==> src/rtl/div_seq_ctrl_if.sv <==
// Bundle between execute stage, divide sequencer and the divider IP.
// Controller side is the slave modport; the environment drives the master modport.
interface div_seq_ctrl_if #(
    parameter int WIDTH = 32
);
    logic               req_valid;
    logic               req_ready;
    logic               req_signed;
    logic [WIDTH-1:0]   req_src1;
    logic [WIDTH-1:0]   req_src2;
    logic               flush;
    logic               res_valid;
    logic               res_ready;
    logic [WIDTH-1:0]   res_quot;
    logic [WIDTH-1:0]   res_rem;
    logic               busy;
    logic [WIDTH-1:0]   dvd_tdata;
    logic               dvd_tvalid;
    logic               dvd_tready;
    logic [WIDTH-1:0]   dvs_tdata;
    logic               dvs_tvalid;
    logic               dvs_tready;
    logic [2*WIDTH-1:0] dout_tdata;
    logic               dout_tvalid;

    modport slave (
        input  req_valid, req_signed, req_src1, req_src2, flush,
        input  res_ready, dvd_tready, dvs_tready,
        input  dout_tdata, dout_tvalid,
        output req_ready, res_valid, res_quot, res_rem, busy,
        output dvd_tdata, dvd_tvalid, dvs_tdata, dvs_tvalid
    );

    modport master (
        output req_valid, req_signed, req_src1, req_src2, flush,
        output res_ready, dvd_tready, dvs_tready,
        output dout_tdata, dout_tvalid,
        input  req_ready, res_valid, res_quot, res_rem, busy,
        input  dvd_tdata, dvd_tvalid, dvs_tdata, dvs_tvalid
    );
endinterface

==> src/rtl/div_seq_ctrl.sv <==
// DIV/DIVU sequencer: feeds operand magnitudes to an unsigned divider IP,
// sign-corrects its result and drains cancelled operations on flush.
module div_seq_ctrl #(
    parameter int WIDTH = 32
) (
    input logic          clk,
    input logic          resetn,
    div_seq_ctrl_if.slave bus
);
    typedef enum logic [1:0] {IDLE, SEND, WAIT, DONE} state_t;

    state_t           state;
    logic [WIDTH-1:0] dvd_mag;
    logic [WIDTH-1:0] dvs_mag;
    logic [WIDTH-1:0] quot;
    logic [WIDTH-1:0] rem;
    logic             q_neg;
    logic             r_neg;
    logic             dvd_sent;
    logic             dvs_sent;
    logic             cancel;

    logic             dvd_hs;
    logic             dvs_hs;
    logic             dvd_done;
    logic             dvs_done;
    logic [WIDTH-1:0] d_quot;
    logic [WIDTH-1:0] d_rem;
    logic             s1;
    logic             s2;

    function automatic logic [WIDTH-1:0] mag(
        input logic             sgn,
        input logic [WIDTH-1:0] v
    );
        return (sgn && v[WIDTH-1]) ? -v : v;
    endfunction

    assign s1       = bus.req_src1[WIDTH-1];
    assign s2       = bus.req_src2[WIDTH-1];
    assign d_quot   = bus.dout_tdata[2*WIDTH-1:WIDTH];
    assign d_rem    = bus.dout_tdata[WIDTH-1:0];

    assign dvd_hs   = bus.dvd_tvalid & bus.dvd_tready;
    assign dvs_hs   = bus.dvs_tvalid & bus.dvs_tready;
    assign dvd_done = dvd_sent | dvd_hs;
    assign dvs_done = dvs_sent | dvs_hs;

    assign bus.req_ready  = (state == IDLE);
    assign bus.busy       = (state != IDLE);
    assign bus.res_valid  = (state == DONE);
    assign bus.dvd_tvalid = (state == SEND) & ~dvd_sent;
    assign bus.dvs_tvalid = (state == SEND) & ~dvs_sent;
    assign bus.dvd_tdata  = dvd_mag;
    assign bus.dvs_tdata  = dvs_mag;
    assign bus.res_quot   = quot;
    assign bus.res_rem    = rem;

    always_ff @(posedge clk or negedge resetn) begin
        if (!resetn) begin
            state    <= IDLE;
            dvd_mag  <= '0;
            dvs_mag  <= '0;
            quot     <= '0;
            rem      <= '0;
            q_neg    <= 1'b0;
            r_neg    <= 1'b0;
            dvd_sent <= 1'b0;
            dvs_sent <= 1'b0;
            cancel   <= 1'b0;
        end else begin
            unique case (state)
                IDLE: begin
                    if (bus.req_valid && !bus.flush) begin
                        dvd_mag <= mag(bus.req_signed, bus.req_src1);
                        dvs_mag <= mag(bus.req_signed, bus.req_src2);
                        q_neg   <= bus.req_signed & (s1 ^ s2);
                        r_neg   <= bus.req_signed & s1;
                        state   <= SEND;
                    end
                end
                SEND: begin
                    if (dvd_hs) dvd_sent <= 1'b1;
                    if (dvs_hs) dvs_sent <= 1'b1;
                    if (bus.flush) cancel <= 1'b1;
                    if (dvd_done && dvs_done) state <= WAIT;
                end
                WAIT: begin
                    // A flush coinciding with the result still discards it
                    if (bus.dout_tvalid) begin
                        if (cancel || bus.flush) begin
                            state    <= IDLE;
                            dvd_sent <= 1'b0;
                            dvs_sent <= 1'b0;
                            cancel   <= 1'b0;
                        end else begin
                            quot  <= q_neg ? -d_quot : d_quot;
                            rem   <= r_neg ? -d_rem : d_rem;
                            state <= DONE;
                        end
                    end else if (bus.flush) begin
                        cancel <= 1'b1;
                    end
                end
                DONE: begin
                    if (bus.flush || bus.res_ready) begin
                        state    <= IDLE;
                        dvd_sent <= 1'b0;
                        dvs_sent <= 1'b0;
                        cancel   <= 1'b0;
                    end
                end
                default: state <= IDLE;
            endcase
        end
    end
endmodule

==> src/flat_wrapper.sv <==
// flat-port wrapper written by rule: the top's interface ports become plain ports
module div_seq_ctrl_flat 
#(
    parameter int WIDTH = 32
)
  (clk, resetn, bus_req_valid, bus_req_signed, bus_req_src1, bus_req_src2, bus_flush, bus_res_ready, bus_dvd_tready, bus_dvs_tready, bus_dout_tdata, bus_dout_tvalid, bus_req_ready, bus_res_valid, bus_res_quot, bus_res_rem, bus_busy, bus_dvd_tdata, bus_dvd_tvalid, bus_dvs_tdata, bus_dvs_tvalid);
  div_seq_ctrl_if #(.WIDTH(WIDTH)) bus_i ();
  input logic clk;
  input logic resetn;
  input wire logic [$bits(bus_i.req_valid)-1:0] bus_req_valid;
  input wire logic [$bits(bus_i.req_signed)-1:0] bus_req_signed;
  input wire logic [$bits(bus_i.req_src1)-1:0] bus_req_src1;
  input wire logic [$bits(bus_i.req_src2)-1:0] bus_req_src2;
  input wire logic [$bits(bus_i.flush)-1:0] bus_flush;
  input wire logic [$bits(bus_i.res_ready)-1:0] bus_res_ready;
  input wire logic [$bits(bus_i.dvd_tready)-1:0] bus_dvd_tready;
  input wire logic [$bits(bus_i.dvs_tready)-1:0] bus_dvs_tready;
  input wire logic [$bits(bus_i.dout_tdata)-1:0] bus_dout_tdata;
  input wire logic [$bits(bus_i.dout_tvalid)-1:0] bus_dout_tvalid;
  output wire logic [$bits(bus_i.req_ready)-1:0] bus_req_ready;
  output wire logic [$bits(bus_i.res_valid)-1:0] bus_res_valid;
  output wire logic [$bits(bus_i.res_quot)-1:0] bus_res_quot;
  output wire logic [$bits(bus_i.res_rem)-1:0] bus_res_rem;
  output wire logic [$bits(bus_i.busy)-1:0] bus_busy;
  output wire logic [$bits(bus_i.dvd_tdata)-1:0] bus_dvd_tdata;
  output wire logic [$bits(bus_i.dvd_tvalid)-1:0] bus_dvd_tvalid;
  output wire logic [$bits(bus_i.dvs_tdata)-1:0] bus_dvs_tdata;
  output wire logic [$bits(bus_i.dvs_tvalid)-1:0] bus_dvs_tvalid;
  assign bus_i.req_valid = bus_req_valid;
  assign bus_i.req_signed = bus_req_signed;
  assign bus_i.req_src1 = bus_req_src1;
  assign bus_i.req_src2 = bus_req_src2;
  assign bus_i.flush = bus_flush;
  assign bus_i.res_ready = bus_res_ready;
  assign bus_i.dvd_tready = bus_dvd_tready;
  assign bus_i.dvs_tready = bus_dvs_tready;
  assign bus_i.dout_tdata = bus_dout_tdata;
  assign bus_i.dout_tvalid = bus_dout_tvalid;
  assign bus_req_ready = bus_i.req_ready;
  assign bus_res_valid = bus_i.res_valid;
  assign bus_res_quot = bus_i.res_quot;
  assign bus_res_rem = bus_i.res_rem;
  assign bus_busy = bus_i.busy;
  assign bus_dvd_tdata = bus_i.dvd_tdata;
  assign bus_dvd_tvalid = bus_i.dvd_tvalid;
  assign bus_dvs_tdata = bus_i.dvs_tdata;
  assign bus_dvs_tvalid = bus_i.dvs_tvalid;
  div_seq_ctrl #(.WIDTH(WIDTH)) u_core (.clk(clk), .resetn(resetn), .bus(bus_i));
endmodule
==> config.mk <==
export PLATFORM = sky130hd
export DESIGN_NAME = div_seq_ctrl_flat
export DESIGN_NICKNAME = d
export VERILOG_FILES = /design/src/rtl/div_seq_ctrl_if.sv /design/src/rtl/div_seq_ctrl.sv /design/src/flat_wrapper.sv
export SDC_FILE = /design/constraint.sdc
export NUM_CORES = 1
export LEC_CHECK = 0
export CAP_MARGIN = 15
export CORE_MARGIN = 3
export CORE_UTILIZATION = 35
export CTS_CLUSTER_SIZE = 16
export DETAILED_ROUTE_END_ITERATION = 7
export PLACE_DENSITY = 0.68
export SLEW_MARGIN = 30
export SYNTH_ARGS = -nofsm -noshare
export SYNTH_HDL_FRONTEND = slang
export SYNTH_SLANG_ARGS = --single-unit
==> constraint.sdc <==
create_clock -name clk -period 2.17 [get_ports clk]
set_input_delay 0.3255 -clock clk [delete_from_list [all_inputs] [get_ports clk]]
set_output_delay 0.3255 -clock clk [all_outputs]
set_load 0.01 [all_outputs]
==> qor.yml, run 1 <==
die:
  initial_core_util_pct: 36.1
  rows: 53
  design.core.area_um2: 21300
  die_area_um2: 23800
  fp.dieH_um: 154
  die_width_um: 154
  io_pins: 270
worst_setup_path:
  crit_type: "reg -> out"
  arrival_ps: 1800
  worstSetupEndpoint: "bus_req_ready"
  path_cells: "or2_2 -> inv_1 -> clkdlybuf4s50_1"
  crit_start: "u_core.state[1]"
  worst-path-stages: 3
  ff2ff_path_depth: 7
  rrSetupSlack_ps: 480
  cp_slowest_stage_delay_ps: 530
  crit_required_ps: 1840
  worst-path-max-fanout: 4
  critPathLaunchType: "flip-flop"
  crit_buf_inv: 2
  crit_slowest_cell: "clkdlybuf4s50_1"
  crit_path_end_kind: "primary output"
  r2r-end: "u_core.bus.dvd_tdata[22]"
  r2r_start: "u_core.state[1]"
  path_delay_family: "buffers and inverters"
yosys:
  yosys_warnings: 0
  async_flop_share_pct: 100
  ys_types: 51
  ys_seq_area_share_pct: 43.9
  synth_commonest_cells: "151 x nand2_1, 135 x dfrtp_1, 129 x o21ai_0"
  avgSynthCellArea_um2: 9.02
  syn-num-nets: 994
  synth.largest_area_cell: "dfrtp_1"
  synth_top_area_share_pct: 43.9
  syn_area_um2: 7690
  synth-main-ff-cell: "dfrtp_1"
  synthCells: 853
  synth_edf_count: 0
  synth_seq_cells: 135
  yosysMostFrequentCell: "nand2_1"
  synth_area_leaders: "dfrtp_1 44%, xor2_1 9.4%, o21ai_0 8.4%"
routing:
  wire_per_inst_um: 15.5
  vias_per_cell: 4.99
  wl_um: 23700
  ant_nets: 0
  drtIter0Drc: 366
  post-route-drc-count: 0
  drtPass1Iterations: 5
  vias: 7632
finish:
  n_antenna_cell: 0
  area_delta_synth_final_pct: 60.9
  seqCellArea_um2: 3380
  nFillCells: 1888
  multiInputGateArea_um2: 4100
  instances_no_fill: 1528
  fin_nets: 1381
  stdcell_area_um2: 12400
  layout-drive-gt1-share_pct: 16.5
pwr:
  p_clk_share_pct: 22.1
  power_mw: 13.5
  vdd_drop_max_uv: 565
  p_int_mw: 8.82
  combPwrFrac_pct: 45.3
  leakagePower_nw: 5.17
  swShare_pct: 34.4
  p_sw_mw: 4.63
  p_per_area_nw_per_um2: 1090
  p_seq_share_pct: 32.6
timing:
  hold_viol: 0
  rsz0062_at_grt: "false"
  worst_pin_slew_ps: 548
  period_minus_slack_ps: 2120
  setup_viol: 0
  max_freq_mhz: 471
  finalSetupTns_ps: 0
  slew_violations: 0
  slew_headroom_pct: 63.5
  fin_skew_ps: 12.8
  timing.final.crit_share_pct: 97.9
cts:
  cts_buffers: 17
  clockRootBuffer: "clkbuf_16"
  htree_levels: 4
  cts.clk_slew.worst_paths_ps: 70
  clkLatencyLatePin_ps: 420
  cts_tree: "done"
  cts_sinks: 135
  cts_buffer_depth: 2
outcome:
  status: "finished clean"
global_routing:
  grt_max_degree: 129
  grt_pass1_wl_um: 38300
  grt_usage_pct: 19.5
  first_global_vias: 7562
  antenna_found_initial: 0
  grt-ovfl-total: 0
flow_run:
  maxCapViolCount: 0
worst_hold_path:
  worstHoldPathType: "in -> async"
placed_design:
  hpwl_um: 17700
  io_buffers: 269
  dpl_cell_area_um2: 11700
  place_congestion: 0.853
  dp_cells: 1492
power groups by stage:
stage	sequential [mW]	clock (mW)	combinational (mW)
2_1_floorplan	4.86	0	2.05
3_3_place_gp	4.42	0	5.98
3_5_place_dp	4.45	0	6.07
4_1_cts	4.40	3.04	6.17
5_1_grt	4.55	3.15	6.69
6_report	4.39	2.97	6.10
timing repair:
item | in CTS | in global routing
buffers inserted | 3 | 0
hold buffers | 1 | 0
endpoints found under the setup margin | 1 | 5
hold endpoints to repair | 40 | 0
resized for setup | 2 | 4
sequential cells by signal, indices dropped and copies added, names as in the netlist:
signal	cells
u_core.bus.dvd_tdata	32
u_core.bus.dvs_tdata	32
u_core.bus.res_quot	32
u_core.bus.res_rem	32
u_core.cancel	1
u_core.dvd_sent	1
u_core.dvs_sent	1
u_core.q_neg	1
u_core.r_neg	1
u_core.state	2
layout by cell type, fill, tap and decap left out, types with 3 or more instances in the layout:
cell type,n
a31oi_1,10
nand4_1,8
inv_1,17
o31ai_1,29
o21ai_1,15
o41ai_1,21
nor4_1,12
nand3_1,6
inv_6,3
clkdlybuf4s50_1,268
dfrtp_1,133
clkbuf_16,17
or3_1,8
buf_4,137
ha_1,4
or4_4,3
mux2i_1,5
o21ai_0,129
nor4_4,4
xnor2_1,37
buf_12,8
a41oi_1,6
xor2_1,83
nor2b_1,4
or2_2,5
and2_1,5
nor3_1,15
clkinv_4,4
nand2b_1,6
nand2_1,150
nor2_1,34
nand4b_1,4
or4_1,6
a21oi_1,16
o41ai_2,8
routing by layer:
| metal | track usage [%] | up-vias | share of wire, % |
|---|---|---|---|
| met2 | 31.7 | 204 | 46 |
| met3 | 5.09 | 28 | 6.3 |
| met1 | 26.1 | 3595 | 46 |
| li1 | - | 3805 | - |
| met5 | 0 | - | 0 |
| met4 | 5.05 | 0 | 1.6 |
metrics by stage:
stage               setup slack, ps  hold slack, ps  util (%)
finish                         46.4             410      58.2
global route                   3.56             416      58.2
CTS                            37.2             399      58.0
detailed placement             -337             284      55.0
global placement               -289             284      55.0
floorplan                       125            29.9         -
cell type report:
cell class              instances  share of cell area, %
clock buffers                  20                   3.69
clock inverters                12                   1.14
inverters                      17                  0.515
multi-input cells             654                   33.1
flip-flops and latches        135                   27.3
well taps                     275                   2.78
repair buffers                415                   31.4
worst min path at each step:
| stage | slack (ps) | start | end | cells after the start |
|---|---|---|---|---|
| 2_1_floorplan | 30 | resetn | u_core.bus.dvd_tdata[0] | 0 |
| 3_3_place_gp | 280 | resetn | u_core.bus.res_quot[17] | 1 |
| 3_5_place_dp | 280 | resetn | u_core.bus.res_quot[17] | 1 |
| 4_1_cts | 400 | resetn | u_core.bus.res_quot[17] | 2 |
| 5_1_grt | 420 | resetn | u_core.bus.res_quot[18] | 2 |
| 6_report | 410 | resetn | u_core.bus.res_quot[19] | 2 |
kinds of logic (layout without fill, tap and decap cells):
logic type / Yosys count / after routing / synth area share (%)
xor gates and xnor gates: 120 / 120 / 13.7
DFF: 135 / 135 / 43.9
and+or+nand+nor: 281 / 281 / 17.9
buffers and inverters: 64 / 464 / 3.29
adders and majority gates: 4 / 4 / 0.651
AOI/OAI and AO/OA: 244 / 244 / 19.9
muxes: 5 / 5 / 0.651
Power figures use the tool's default switching activity.
==> run 2, diff against run 1 <==
CTS_CLUSTER_DIAMETER = 120   (was not set)
HOLD_SLACK_MARGIN = 0.03   (was not set)
==> results of run 2 <==
Same layout as run 1: the final DEF is identical, and so are final timing and power.
==> run 3, diff against run 2 <==
CORE_UTILIZATION = 40   (was 35)
DONT_BUFFER_PORTS = 1   (was not set)
PLACE_DENSITY = 0.57   (was 0.68)
==> run 3 against run 2 <==
The flow now finishes with violations (negative hold slack). Sequential power up 19%. Clock skew decreased by 5.5 ps. Power decreased by 21%. Critical path type is now reg -> reg. Largest cell class unchanged.
==> qor.yml, run 3 (synthesized netlist as in run 1, its figures left out) <==
outcome:
  status: "finished with violations"
  failed_checks: "negative hold slack"
finish:
  final_cell_mix: "150 x nand2_1, 135 x dfrtp_1, 129 x o21ai_0"
  layout_commonest_cell: "nand2_1"
  area_delta_synth_final_pct: 13.5
  fin_util_pct: 46.4  # -12 points
  fin_nets: 999  # -28%
  nFillCells: 1851  # -2.0%
  layout-drive-gt1-share_pct: 9.89  # -6.6 points
  n_antenna_cell: 0  # unchanged
placed_design:
  place_congestion: 0.840  # -1.5%
  io_buffers: 0  # -100%
  hpwl_um: 14800  # -16%
timing:
  rsz0062_at_grt: "false"
  max_freq_mhz: 576  # +22%
  period_minus_slack_ps: 1740  # -387 ps
  setup_viol: 0  # unchanged
  worst_pin_slew_ps: 600  # +51.9 ps
  fin_skew_ps: 7.28  # -5.54 ps
  hold_viol: 135  # +135
  slew_headroom_pct: 59.7  # -3.8 points
  finalSetupTns_ps: 0  # unchanged
  whs_ps: -397  # -807 ps
  timing.final.crit_share_pct: 80.0  # -18 points
  slew_violations: 0  # unchanged
pwr:
  p_per_area_nw_per_um2: 1220  # +12%
  vdd_drop_max_uv: 499  # -12%
  leakagePower_nw: 3.56  # -31%
cts:
  cts_buffer_depth: 2  # unchanged
  clkLatencyLatePin_ps: 410  # about the same
  cts_tree: "done"
  cts_buffers: 17  # unchanged
  htree_levels: 4  # unchanged
  holdBufCountCts: 4  # +3
  cts_sinks: 135  # unchanged
  clockRootBuffer: "clkbuf_16"
  cts.clk_slew.worst_paths_ps: 60  # about the same
die:
  fp.dieH_um: 145  # -6.2%
  die_area_um2: 20900  # -12%
  io_pins: 270  # unchanged
  die_width_um: 145  # -6.2%
  rows: 50  # -5.7%
  design.core.area_um2: 18800  # -12%
  initial_core_util_pct: 40.9  # +4.7 points
global_routing:
  grt_pass1_wl_um: 32000  # -17%
  first_global_vias: 5926  # -22%
  grt-ovfl-total: 0  # unchanged
  grt_usage_pct: 19.2  # -0.30 points
  grt_max_degree: 136  # +5.4%
  antenna_found_initial: 0  # unchanged
worst_setup_path:
  crit_path_end_kind: "flip-flop"
  ff2ff_path_depth: 6  # -1
  arrival_ps: 2010  # +210 ps
  critPathLaunchType: "flip-flop"
  crit_required_ps: 2440  # +600 ps
  worst-path-max-fanout: 108  # +104
  crit_type: "reg -> reg"
flow_run:
  maxCapViolCount: 0  # unchanged
routing:
  vias_per_cell: 5.36  # +7.3%
  drtPass1Iterations: 5  # unchanged
  drtIter0Drc: 196  # -46%
  wl_um: 20600  # -13%
  wire_per_inst_um: 18.2  # +17%
  post-route-drc-count: 0  # unchanged
  ant_nets: 0  # unchanged
  vias: 6057  # -21%
worst_hold_path:
  worstHoldPathType: "in -> async"
==> run 3: through the flow <==
stage,cells,power [mW],setup WS [ps],cell area [um^2]
2_1_floorplan,853,6.91,125,7690
3_3_place_gp,1095,7.69,167,8090
3_5_place_dp,1095,7.75,123,8090
4_1_cts,1130,10.8,436,8730
5_1_grt,1130,11.5,286,8730
6_report,1130,10.7,433,8730
==> run 3: power by group <==
part / internal (mW) / switching (mW) / total, mW
Sequential: 3.70 / 1.51 / 5.21
Clock: 1.81 / 1.19 / 3.00
Combinational: 1.10 / 1.34 / 2.44
Total: 6.61 / 4.04 / 10.7
==> run 3: worst paths after layout <==
path / start / endpoint / slack (ps)
setup / recovery: u_core.state[0] / u_core.bus.res_rem[6] / 430
hold / removal: resetn / u_core.bus.res_quot[16] / -400
setup reg to reg: u_core.state[0] / u_core.bus.res_rem[6] / 430
hold reg to reg: u_core.dvd_sent / u_core.dvd_sent / 530
max in group asynchronous: resetn / u_core.bus.dvs_tdata[8] / 2400
min in group clk: bus_req_src2[1] / u_core.bus.dvs_tdata[1] / 60
==> run 3: critical path, cell delays in order, from the launching register on <==
cell and delay (ps):
dfrtp_1 370, buf_4 170, nor3_1 340, nand2_4 200
buf_12 260, nand2_1 110, o21ai_0 80
==> run 3: per-layer routing <==
layer | track usage [%] | part of all wire (%) | vias to the layer above
met3 | 8.97 | 12 | 15
met2 | 29.4 | 45 | 210
li1 | - | - | 3033
met4 | 5.15 | 1.0 | 0
met5 | 0 | 0 | -
met1 | 24.7 | 42 | 2799
==> run 3: final cells by class <==
type | count | area [um^2] | share of cell area (%)
clock buffer | 17 | 425 | 4.87
sequential | 135 | 3380 | 38.7
tap | 260 | 325 | 3.73
clock inverter | 14 | 174 | 1.99
timing repair buffer | 33 | 295 | 3.38
multi-input combinational | 654 | 4070 | 46.6
inverter | 17 | 63.8 | 0.731
==> run 3: what timing repair did <==
item | in CTS | in global routing
buffers inserted | 0 | 0
hold endpoints to repair | 139 | 135
resized for setup | 0 | 0
